--- config.mk ---
export PLATFORM = sky130hd
export DESIGN_NAME = event_stamp_fifo
export DESIGN_NICKNAME = d
export VERILOG_FILES = /design/src/rtl/event_stamp_fifo.sv
export SDC_FILE = /design/constraint.sdc
export NUM_CORES = 1
export LEC_CHECK = 0
export CAP_MARGIN = 40
export CORE_ASPECT_RATIO = 1.75
export CORE_MARGIN = 2
export CORE_UTILIZATION = 40
export CTS_BUF_LIST = sky130_fd_sc_hd__clkbuf_8 sky130_fd_sc_hd__clkbuf_16
export CTS_CLUSTER_DIAMETER = 120
export DETAILED_ROUTE_END_ITERATION = 12
export DONT_BUFFER_PORTS = 1
export GPL_TIMING_DRIVEN = 0
export PLACE_DENSITY = 0.61
export SYNTH_ARGS = -nofsm -noshare
export SYNTH_HDL_FRONTEND = slang
export SYNTH_SLANG_ARGS = --single-unit
--- constraint.sdc ---
create_clock -name clk -period 5 [get_ports clk]
set_clock_uncertainty 0.05 [all_clocks]
set_input_delay 1 -clock clk [delete_from_list [all_inputs] [get_ports clk]]
set_output_delay 1 -clock clk [all_outputs]
set_load 0.05 [all_outputs]
--- src/rtl/event_stamp_fifo.sv ---
// event_stamp_fifo: tags accepted channel-edge events with a free-running
// cycle timestamp and buffers them in a DEPTH-entry FIFO for a slow reader.
// Build option: define EVT_STAMP_LOSSY_EN to make the input side never stall.
// In that build, events that arrive while the FIFO is full are dropped and counted.
// Outputs are driven only from registered state, so there is no in_* -> out_* path.
`default_nettype none

module event_stamp_fifo #(
  parameter  int DATA_WIDTH    = 8,
  parameter  int STAMP_WIDTH   = 32,
  parameter  int DEPTH         = 16,
  localparam int LB_DATA_WIDTH = $clog2(DATA_WIDTH),
  localparam int AW            = $clog2(DEPTH)
) (
  input  logic                     clk,
  input  logic                     rst,
  input  logic [LB_DATA_WIDTH-1:0] in_index,
  input  logic                     in_valid,
  output logic                     in_ready,
  output logic [LB_DATA_WIDTH-1:0] out_index,
  output logic [STAMP_WIDTH-1:0]   out_stamp,
  output logic                     out_lost,
  output logic                     out_valid,
  input  logic                     out_ready,
  output logic [AW:0]              level,
  output logic [15:0]              drop_cnt
);

  logic [STAMP_WIDTH-1:0]   r_stamp;
  logic [AW:0]              r_wr_ptr;
  logic [AW:0]              r_rd_ptr;
  logic [LB_DATA_WIDTH-1:0] r_mem_idx   [DEPTH];
  logic [STAMP_WIDTH-1:0]   r_mem_stamp [DEPTH];

  logic w_full, w_empty, w_in_range, w_store, w_pop;

  // Wrap-bit pointers: equal means empty, same slot on opposite laps means full.
  assign w_empty    = (r_wr_ptr == r_rd_ptr);
  assign w_full     = (r_wr_ptr[AW] != r_rd_ptr[AW]) &&
                      (r_wr_ptr[AW-1:0] == r_rd_ptr[AW-1:0]);
  assign w_in_range = ({1'b0, in_index} < (LB_DATA_WIDTH+1)'(DATA_WIDTH));
  // Out-of-range indices still complete the handshake but are never stored.
  assign w_store    = in_valid && in_ready && w_in_range && !w_full;
  assign w_pop      = !w_empty && out_ready;

  assign out_valid  = !w_empty;
  assign level      = r_wr_ptr - r_rd_ptr;
  // Empty FIFO presents zeros rather than stale or uninitialised RAM contents.
  assign out_index  = w_empty ? '0 : r_mem_idx[r_rd_ptr[AW-1:0]];
  assign out_stamp  = w_empty ? '0 : r_mem_stamp[r_rd_ptr[AW-1:0]];

  // Free-running cycle timestamp, wraps naturally.
  always_ff @(posedge clk) begin
    if (rst) r_stamp <= '0;
    else     r_stamp <= r_stamp + STAMP_WIDTH'(1);
  end

  // Pointer update; a same-cycle push and pop advance both pointers.
  always_ff @(posedge clk) begin
    if (rst) begin
      r_wr_ptr <= '0;
      r_rd_ptr <= '0;
    end else begin
      if (w_store) r_wr_ptr <= r_wr_ptr + (AW+1)'(1);
      if (w_pop)   r_rd_ptr <= r_rd_ptr + (AW+1)'(1);
    end
  end

  // Storage RAM: capture the index and the stamp of the accepting cycle.
  always_ff @(posedge clk) begin
    if (w_store) begin
      r_mem_idx[r_wr_ptr[AW-1:0]]   <= in_index;
      r_mem_stamp[r_wr_ptr[AW-1:0]] <= r_stamp;
    end
  end

`ifdef EVT_STAMP_LOSSY_EN
  logic             r_pend;
  logic [15:0]      r_drop_cnt;
  logic [DEPTH-1:0] r_mem_lost;
  logic             w_drop;

  assign in_ready = 1'b1;
  assign w_drop   = in_valid && w_full && w_in_range;
  assign drop_cnt = r_drop_cnt;
  assign out_lost = !w_empty && r_mem_lost[r_rd_ptr[AW-1:0]];

  // Loss tracking: a drop sets the pending flag (and wins over a store);
  // the next stored entry carries and clears it. Drop counter saturates.
  always_ff @(posedge clk) begin
    if (rst) begin
      r_pend     <= 1'b0;
      r_drop_cnt <= '0;
    end else begin
      if (w_drop)       r_pend <= 1'b1;
      else if (w_store) r_pend <= 1'b0;
      if (w_drop && (r_drop_cnt != 16'hFFFF)) r_drop_cnt <= r_drop_cnt + 16'd1;
    end
  end

  // Per-entry loss marker written alongside the data.
  always_ff @(posedge clk) begin
    if (w_store) r_mem_lost[r_wr_ptr[AW-1:0]] <= r_pend;
  end
`else
  assign in_ready = !w_full;
  assign out_lost = 1'b0;
  assign drop_cnt = '0;
`endif

endmodule

`default_nettype wire

* Word-level counts from Yosys, hierarchy flattened *
Memory sizes are Yosys's and may differ from the RTL's. A register that Yosys moved wholly into a read port is not among the register bits.
Cells that the tools add are included.

storage, ports and cells
  register bits after elaboration = 42
  bits in latches = 0
  bits in writable memories = 560
  memory bits (read-only) = 0
  input port bits = 7
  output and inout bits = 59
  logic and storage cells = 26
  memories = 2

memory list
  memory       words  width  rd ports  clocked after Yosys merged registers in  write ports  line  source
  r_mem_stamp  16     32     1         1                                        1            33    logic [STAMP_WIDTH-1:0] r_mem_stamp [DEPTH];
  r_mem_idx    16     3      1         1                                        1            32    logic [LB_DATA_WIDTH-1:0] r_mem_idx [DEPTH];

cells by class
  add/sub/neg operators = 4
  multiply operators = 0
  div/mod/pow operators = 0
  magnitude comparators = 0
  equality and inequality tests = 3
  shift-type cells = 0
  multiplexer cells = 8
  bitwise logic cells = 0
  reduce and logical (&&, ||, !) cells = 6

operator list
  operator                                                          count
  32-bit by 1-bit adder with 32-bit output (second input constant)  1
  32-bit two-way mux                                                1
  4-bit two-way mux                                                 4
  5-bit by 1-bit adder with 5-bit output (second input constant)    2
  5-bit == test                                                     1
  5-bit subtractor                                                  1
  4-bit == test                                                     1
  1-bit logical AND                                                 4
  3-bit two-way mux                                                 1
  1-bit zero test                                                   2
  1-bit two-way mux                                                 2
  1-bit inequality test                                             1

* Logic depth before layout (Yosys ltp) *
Gate-level depths: netlist of the first run.

  word-level depth = 7
  depth in mapped cells = 9
  mapped depth without buffers = 7

* Least setup slack after synthesis of the first run *
No wires, ideal clock.

  path kind = flip-flop to flip-flop
  from = reg r_wr_ptr[0]
  to = mem r_mem_idx[0][0] in the netlist's numbering, enable pin
  setup time = 471 ps
  data arrival time = 3748 ps
  required time = 4479 ps
  setup slack = 731 ps
  stages on the path, launching flop included = 7
  buffers on the path = 0
  period minus slack after synthesis = 4269 ps
  cells stage by stage = dfxtp_1 inv_1 ha_1 nand4_1 o21a_1 nand2_1 nor3_1

between the ends
  longest elaborated chain between the ends = 7

RTL lines
  what                                     line     source
  from (decl)                              30       logic [AW:0] r_wr_ptr;
  from (signal assigned)                   64       if (w_store) r_wr_ptr <= r_wr_ptr + (AW+1)'(1);
  4-bit == test                            40       (r_wr_ptr[AW-1:0] == r_rd_ptr[AW-1:0]);
  1-bit logical AND                        39       assign w_full = (r_wr_ptr[AW] != r_rd_ptr[AW]) &&
  1-bit zero test                          43, 106
  1-bit logical AND (2 in series)          43       assign w_store = in_valid && in_ready && w_in_range && !w_full;
  1-bit two-way mux                        71       if (w_store) begin
  1-bit two-way mux (not written as such)  72       r_mem_idx[r_wr_ptr[AW-1:0]] <= in_index;
  to (decl)                                32

Several ways; a longest one is shown, not always the timed one.

* Final worst setup path of the first run *
  from = reg r_wr_ptr[0]
  to = out out_stamp[9]

between the ends
  longest elaborated chain between the ends = 2

RTL lines
  what                line  source
  5-bit == test       38    assign w_empty = (r_wr_ptr == r_rd_ptr);
  32-bit two-way mux  50    assign out_stamp = w_empty ? '0 : r_mem_stamp[r_rd_ptr[AW-1:0]];
  to (decl)           21    output logic [STAMP_WIDTH-1:0] out_stamp,

Every way passes these cells.

==> impl_results.md, run 1 <==
* Status: completed
* Post-Route M1 WL at 20,700 µm
* Routed met3 length at 2520 µm
* Max-slew violation count at 0
* Total vias in the final route at 11.6k
* Critical Path Sink Type: output port
* Drt total wl at 54,200 µm
* First-pass GRT wire length at 79,900 µm
* P_int at 8.35 mW
* P&R area growth vs syn at 16.1%
* Final Util at 0.470
* H-tree depth at 2
* Final nets at 1,330
* Slew @ Worst Pin at 0.888 ns
* Worst hold margin at 0.464 ns
* Placed insts at 2,033
* Met2 routed WL at 29,000 µm
* Hold Violations, Final at 0
* Worst path most repeated cell: buf_2
* Port Buffers at 0
* Setup Slack @ Placement at 0.344 ns
* WHS Endpoint: r_mem_idx[6][2]
* Max cap viols at 0
* Total gr overflow at 0
* Row cnt at 117
* # DRC at 0
* Crit path max-delay family: buffers and inverters
* # setup viols final at 0
* DRT Pass-1 Iters at 5
* Cts bufs inserted at 50
* Initial Util at 0.405
* WL/cell at 25.5 µm
* Pwr Density at 411 nW/µm²
* Type of origin of the critical path: register
* Area occupied by multi-input gates at 5580 µm²
* Sequential cell area fraction in the yosys report at 0.752
* Hold path start: in_index[2]
* Dpl hpwl at 35,400 µm
* #FFs+latches synth at 606
* FF+latch area at 17,700 µm²
* Crit Path Max Fanout at 10
* Antenna violations before repair at 0
* I/O pin count at 66
* HP Class: input pin to register
* Setup fix buffers added after clock tree synthesis at 0
* Warning count from the yosys run at 0
* Iteration-0 DRC Markers at 1,027
* Max Clk Rate at 208 MHz
* Clk Latency, worst-skew pair at 0.59 ns
* Leakage at 8.59 nW
* CP max-delay cell: dfxtp_1
* Synth cell types at 40
* Final ANT Viol Nets at 0
* Die X at 188 µm
* CTS Buffer Depth at 3
* Comb power frac at 0.165
* Cells after Synth at 1,154
* Die area at 61,000 µm²
* TritonCTS clock tree: built
* Total inserted antenna cells at 0
* Relative slew slack at 0.408
* GRT Total Usage at 0.179
* Crit path buf inv count at 5
* Fin crit period at 4.81 ns
* Share of post-route cells with drive strength above 1 at 0.273
* Routed vias/inst at 5.46
* RSZ-0062 raised after global routing: no
* Top Layer Used: met4
* Largest net degree at the start of global routing at 23
* Final period utilization at 0.962
* R2R Path End: r_mem_stamp[1][26]
* Syn Area/Cell at 20.4 µm²
* Clk sink count at 606
* Core area at 58,300 µm²
* Crit-path max cell delay at 0.42 ns
* GPL Wtd Cong at 0.733
* Worst EP arrival at 3.76 ns
* Switching pwr at 2.91 mW
* Fill count at 4,913
* Vias in the first global route at 12.3k
* Die height at 325 µm
* Fin cells at 2,126
* Clock slew at reported path FFs at 0.07 ns
* Min-Delay Path Depth at 0
* # hold bufs at CTS at 0
* Switching Share at 0.259
* Clock share of power at 0.341
* Post-route worst setup slack at 0.188 ns
* R2r setup slk at 1.64 ns
* Worst R2R Start: r_wr_ptr[0]
* Part of the power in registers at 0.494
* Cell area after synthesis at 23,600 µm²
* CP cell instances: inv_1, ha_1, nand4_1, or2_2, clkbuf_2, nand2b_1, buf_2, buf_2, o22ai_1, buf_6
* Peak VDD IR at 269 µV
* Type of the worst setup path: register to output port
* CTS root buf: clkbuf_16
* Cell count of the worst reg-to-reg path at 8
* Critical path required time at 3.95 ns
layer usage:
| layer | vias up | GRT usage |
|---|---|---|
| met5 | - | 0 |
| met4 | 0 | 0.0700 |
| met3 | 90 | 0.0248 |
| met2 | 321 | 0.323 |
| met1 | 6168 | 0.216 |
| li1 | 5030 | - |
final cells by class:
class | count | share of cell area
buffer | 77 | 0.0144
clock buffer | 58 | 0.0509
clock inverter | 35 | 0.00758
inverter | 12 | 0.00164
multi-input combinational | 475 | 0.204
sequential | 606 | 0.648
tap | 773 | 0.0353
timing repair buffer | 90 | 0.0386
cells in the mapped netlist, drive strengths merged:
cell | instances | share of area
nor4 | 1 | 0.00027
fa | 1 | 0.00085
xnor2 | 11 | 0.0041
o31ai | 6 | 0.0019
xor2 | 10 | 0.0037
nor3 | 11 | 0.0023
inv | 12 | 0.0019
and3 | 2 | 0.00053
or2 | 2 | 0.00053
o21a | 1 | 0.00032
or3 | 10 | 0.0027
dfxtp | 46 | 0.039
mux2i | 71 | 0.030
edfxtp | 560 | 0.71
nand3 | 11 | 0.0025
mux2 | 6 | 0.0029
conb | 1 | 0.00016
nand2 | 18 | 0.0029
o22ai | 35 | 0.0093
o2111ai | 2 | 0.00074
a21oi | 19 | 0.0040
buf | 47 | 0.012
and4 | 3 | 0.0011
clkbuf | 30 | 0.0048
nor2 | 40 | 0.0064
or4 | 10 | 0.0033
nor2b | 7 | 0.0019
mux4 | 140 | 0.13
a21o | 2 | 0.00064
nand2b | 4 | 0.0011
o21ai | 11 | 0.0023
ha | 10 | 0.0053
nand4 | 8 | 0.0021
and2 | 3 | 0.00080
o211ai | 3 | 0.00095
worst max path at each step:
stage	startpoint	end	slack [ns]	cells after the start
2_1_floorplan	r_wr_ptr[0]	r_mem_idx[0][0]	0.73	6
3_3_place_gp	r_wr_ptr[0]	r_mem_stamp[0][2]	-3.14	6
3_5_place_dp	r_wr_ptr[0]	out_stamp[18]	0.34	9
4_1_cts	r_wr_ptr[0]	out_stamp[9]	0.17	10
5_1_grt	r_wr_ptr[0]	out_stamp[9]	0.07	10
6_report	r_wr_ptr[0]	out_stamp[9]	0.19	10
power groups by stage:
stage | Clock (mW) | Sequential (mW) | Combinational [mW]
2_1_floorplan | 0 | 5.67 | 1.33
3_3_place_gp | 0 | 5.68 | 1.70
3_5_place_dp | 0 | 5.68 | 1.90
4_1_cts | 3.91 | 5.57 | 1.90
5_1_grt | 4.09 | 5.57 | 1.97
6_report | 3.84 | 5.57 | 1.86
cell usage in the layout, fill, tap and decap left out, types with 19 or more instances in the layout:
cell	count
edfxtp_1	560
buf_2	23
o22ai_1	35
buf_4	69
clkbuf_16	53
clkbuf_1	29
nor2_1	28
inv_1	30
mux4_2	140
dfxtp_1	46
mux2i_1	71
a21oi_1	19
registers in the layout, summed over array words and instances (netlist names), named ones only:
name / flops
r_wr_ptr: 5
r_stamp: 32
r_rd_ptr: 5
r_mem_idx: 48
r_mem_stamp: 512
logic make-up (layout without fill, tap and decap cells):
group           after synthesis  after routing  synth area share
flops                       606            606             0.752
mux                         217            217             0.167
simple gates                130            130            0.0284
buf+inv                      89            272            0.0186
compound gates               79             79            0.0202
xor+xnor                     21             21           0.00780
fa+ha+maj                    11             11           0.00615
other cells                   1             17          0.000159
stage by stage:
stage          power, mW  area, µm²  setup TNS [ns]
6_report            11.3      27400               0
5_1_grt             11.6      27400               0
4_1_cts             11.4      27400               0
3_5_place_dp        7.57      25800               0
3_3_place_gp        7.39      24600         -587.95
2_1_floorplan       7.00      23600               0
repair_timing:
action,in CTS,in global routing
hold endpoints to repair,0,0
endpoints found under the setup margin,30,0
gates resized for setup,2,0
Power figures use the tool's default switching activity.
==> run 2, diff against run 1 <==
- ABC_CLOCK_PERIOD_IN_PS: unset -> 5000
==> results of run 2 <==
No change in the layout: final DEF, timing and power equal those of run 1.
==> run 3, diff against run 2 <==
- CAP_MARGIN: 40 -> unset
- HOLD_SLACK_MARGIN: unset -> 0.05
==> impl_results.md, run 3 (synthesis gave the netlist of run 1 again) <==
* Initial Util at 0.405 (unchanged)
* Peak VDD IR at 258 µV (-4.2%)
* Placed insts at 1,973 (-3.0%)
* Crit-path max cell delay at 0.92 ns (+0.50 ns)
* # setup viols final at 0 (unchanged)
* Commonest non-fill, non-tap cell in the layout: edfxtp_1
* Final period utilization at 0.972 (+0.00928)
* Max cap viols at 0 (unchanged)
* Fin cells at 2,061 (-3.1%)
* I/O pin count at 66 (unchanged)
* CTS root buf: clkbuf_16
* Switching Share at 0.258 (-0.000492)
* Critical Path Sink Type: output port
* Final ANT Viol Nets at 0 (unchanged)
* Fill count at 4,931 (+0.37%)
* GRT Total Usage at 0.180 (+0.000623)
* WHS Endpoint: r_mem_idx[11][1]
* Share of post-route cells with drive strength above 1 at 0.262 (-0.0111)
* Fin crit period at 4.86 ns (+0.0464 ns)
* Switching pwr at 2.90 mW (-0.43%)
* Final instance area at 27,000 µm² (-1.5%)
* Type of origin of the critical path: register
* Die height at 325 µm (unchanged)
* H-tree depth at 2 (unchanged)
* Worst path most repeated cell: clkbuf_1
* Final nets at 1,269 (-4.6%)
* Total vias in the final route at 11.4k (-1.9%)
* Cts bufs inserted at 49 (-2.0%)
* Total gr overflow at 0 (unchanged)
* Largest net degree at the start of global routing at 23 (unchanged)
* Crit path buf inv count at 3 (-2)
* Crit path max-delay family: buffers and inverters
* Iteration-0 DRC Markers at 1,122 (+9.3%)
* Relative slew slack at 0.246 (-0.161)
* P&R area growth vs syn at 14.3%
* Slew @ Worst Pin at 1.12 ns (+0.234 ns)
* Core area at 58,300 µm² (unchanged)
* Clock share of power at 0.346 (+0.005)
* Worst EP arrival at 3.81 ns (+0.05 ns)
* TritonCTS clock tree: built
* Vias in the first global route at 12.1k (-1.4%)
* CP max-delay cell: o22ai_1
* Clk sink count at 606 (unchanged)
* Part of the power in registers at 0.495 (about the same)
* Number of flip-flops in the largest register at 512 (unchanged)
* Comb power frac at 0.159 (-0.006)
* CP cell instances: clkbuf_1, clkbuf_1, clkbuf_1, mux4_2, mux2i_1, o22ai_1
* Port Buffers at 0 (unchanged)
* Max-slew violation count at 0 (unchanged)
* Worst hold margin at 0.467 ns (+0.00324 ns)
* R2r setup slk at 1.74 ns (+0.10 ns)
* First-pass GRT wire length at 80,500 µm (+0.72%)
* P_int at 8.33 mW (-0.17%)
* R2R Path End: r_mem_stamp[2][4]
* Hold Violations, Final at 0 (unchanged)
* Critical path required time at 3.95 ns (about the same)
* Hold path start: in_index[1]
* Status: completed
* Worst R2R Start: r_wr_ptr[0]
* Most frequent cells in the layout: edfxtp_1 (560), mux4_2 (140), mux2i_1 (71)
* RSZ-0062 raised after global routing: no
* Clk Latency, worst-skew pair at 0.58 ns (about the same)
* Routed vias/inst at 5.53 (+1.2%)
* Post-DP Area at 25,200 µm² (-2.4%)
* # hold bufs at CTS at 0 (unchanged)
* Cell count of the worst reg-to-reg path at 8 (unchanged)
* GPL Wtd Cong at 0.733 (unchanged)
* DRT Pass-1 Iters at 5 (unchanged)
* Max Clk Rate at 206 MHz (-0.95%)
* Dpl hpwl at 34,400 µm (-3.0%)
* Crit Path Max Fanout at 10 (unchanged)
* Total inserted antenna cells at 0 (unchanged)
* CTS Buffer Depth at 3 (unchanged)
* HP Class: input pin to register
* WL/cell at 26.3 µm (+3.1%)
* Pwr Density at 417 nW/µm² (+1.3%)
* Die area at 61,000 µm² (unchanged)
* Leakage at 8.25 nW (-3.9%)
* Type of the worst setup path: register to output port
* Setup fix buffers added after clock tree synthesis at 0 (unchanged)
* Antenna violations before repair at 0 (unchanged)
* Die X at 188 µm (unchanged)
* Min-Delay Path Depth at 0 (unchanged)
* Drt total wl at 54,200 µm (about the same)
* Clock slew at reported path FFs at 0.07 ns (about the same)
* # DRC at 0 (unchanged)
* Row cnt at 117 (unchanged)
## run 3: cell types whose count changed in the layout (fill, tap and decap cells not counted), sizes merged
cell,delta
buf,-60
inv,-6
bufinv,+5
clkbuf,-7
clkinv,+3
## run 3: routing by layer
| layer | GRT usage | share of wire |
|---|---|---|
| met4 | 0.0615 | 0.030 |
| met1 | 0.217 | 0.38 |
| met5 | 0 | 0 |
| met3 | 0.0289 | 0.049 |
| met2 | 0.325 | 0.54 |
## run 3: worst max path at each step
stage                 from           endpoint  slack [ns]  cells past startpoint
4_1_cts           register       out_index[0]        0.06                      6
6_report          register       out_index[0]        0.14                      6
2_1_floorplan  r_wr_ptr[0]    r_mem_idx[0][0]        0.73                      6
5_1_grt           register       out_index[0]        0.01                      6
3_3_place_gp   r_wr_ptr[0]  r_mem_stamp[0][2]       -3.14                      6
3_5_place_dp   r_wr_ptr[0]       out_stamp[9]       -0.12                      8
## run 3: repair_timing
action                     4_1_cts  5_1_grt
setup endpoints to repair       35        1
hold endpoints to repair         0        0
gates resized for setup         33        1
gates cloned                     0        0
## run 3: through the flow
step                worst slack, ns  setup TNS [ns]  power, mW  utilization
finish                        0.142               0       11.2        0.463
global route                 0.0114               0       11.6        0.463
CTS                          0.0603               0       11.3        0.463
detailed placement           -0.122          -0.952       7.42        0.432
global placement              -3.14         -587.95       7.39        0.422
floorplan                     0.731               0       7.00            -
## run 3: layout make-up
| cell class | count | area, µm² | area share |
|---|---|---|---|
| flip-flops and latches | 606 | 17700 | 0.658 |
| inverters | 12 | 45.0 | 0.00167 |
| clock buffers | 51 | 1250 | 0.0465 |
| repair buffers | 30 | 450 | 0.0167 |
| clock inverters | 37 | 334 | 0.0124 |
| well taps | 773 | 967 | 0.0359 |
| multi-input cells | 475 | 5780 | 0.214 |
| plain buffers | 77 | 394 | 0.0146 |
## run 3: power by group through the flow
stage	clock (mW)	combinational, mW	sequential, mW
3_5_place_dp	0	1.74	5.68
5_1_grt	4.11	1.90	5.57
6_report	3.88	1.78	5.57
4_1_cts	3.93	1.82	5.57
3_3_place_gp	0	1.70	5.68
2_1_floorplan	0	1.33	5.67
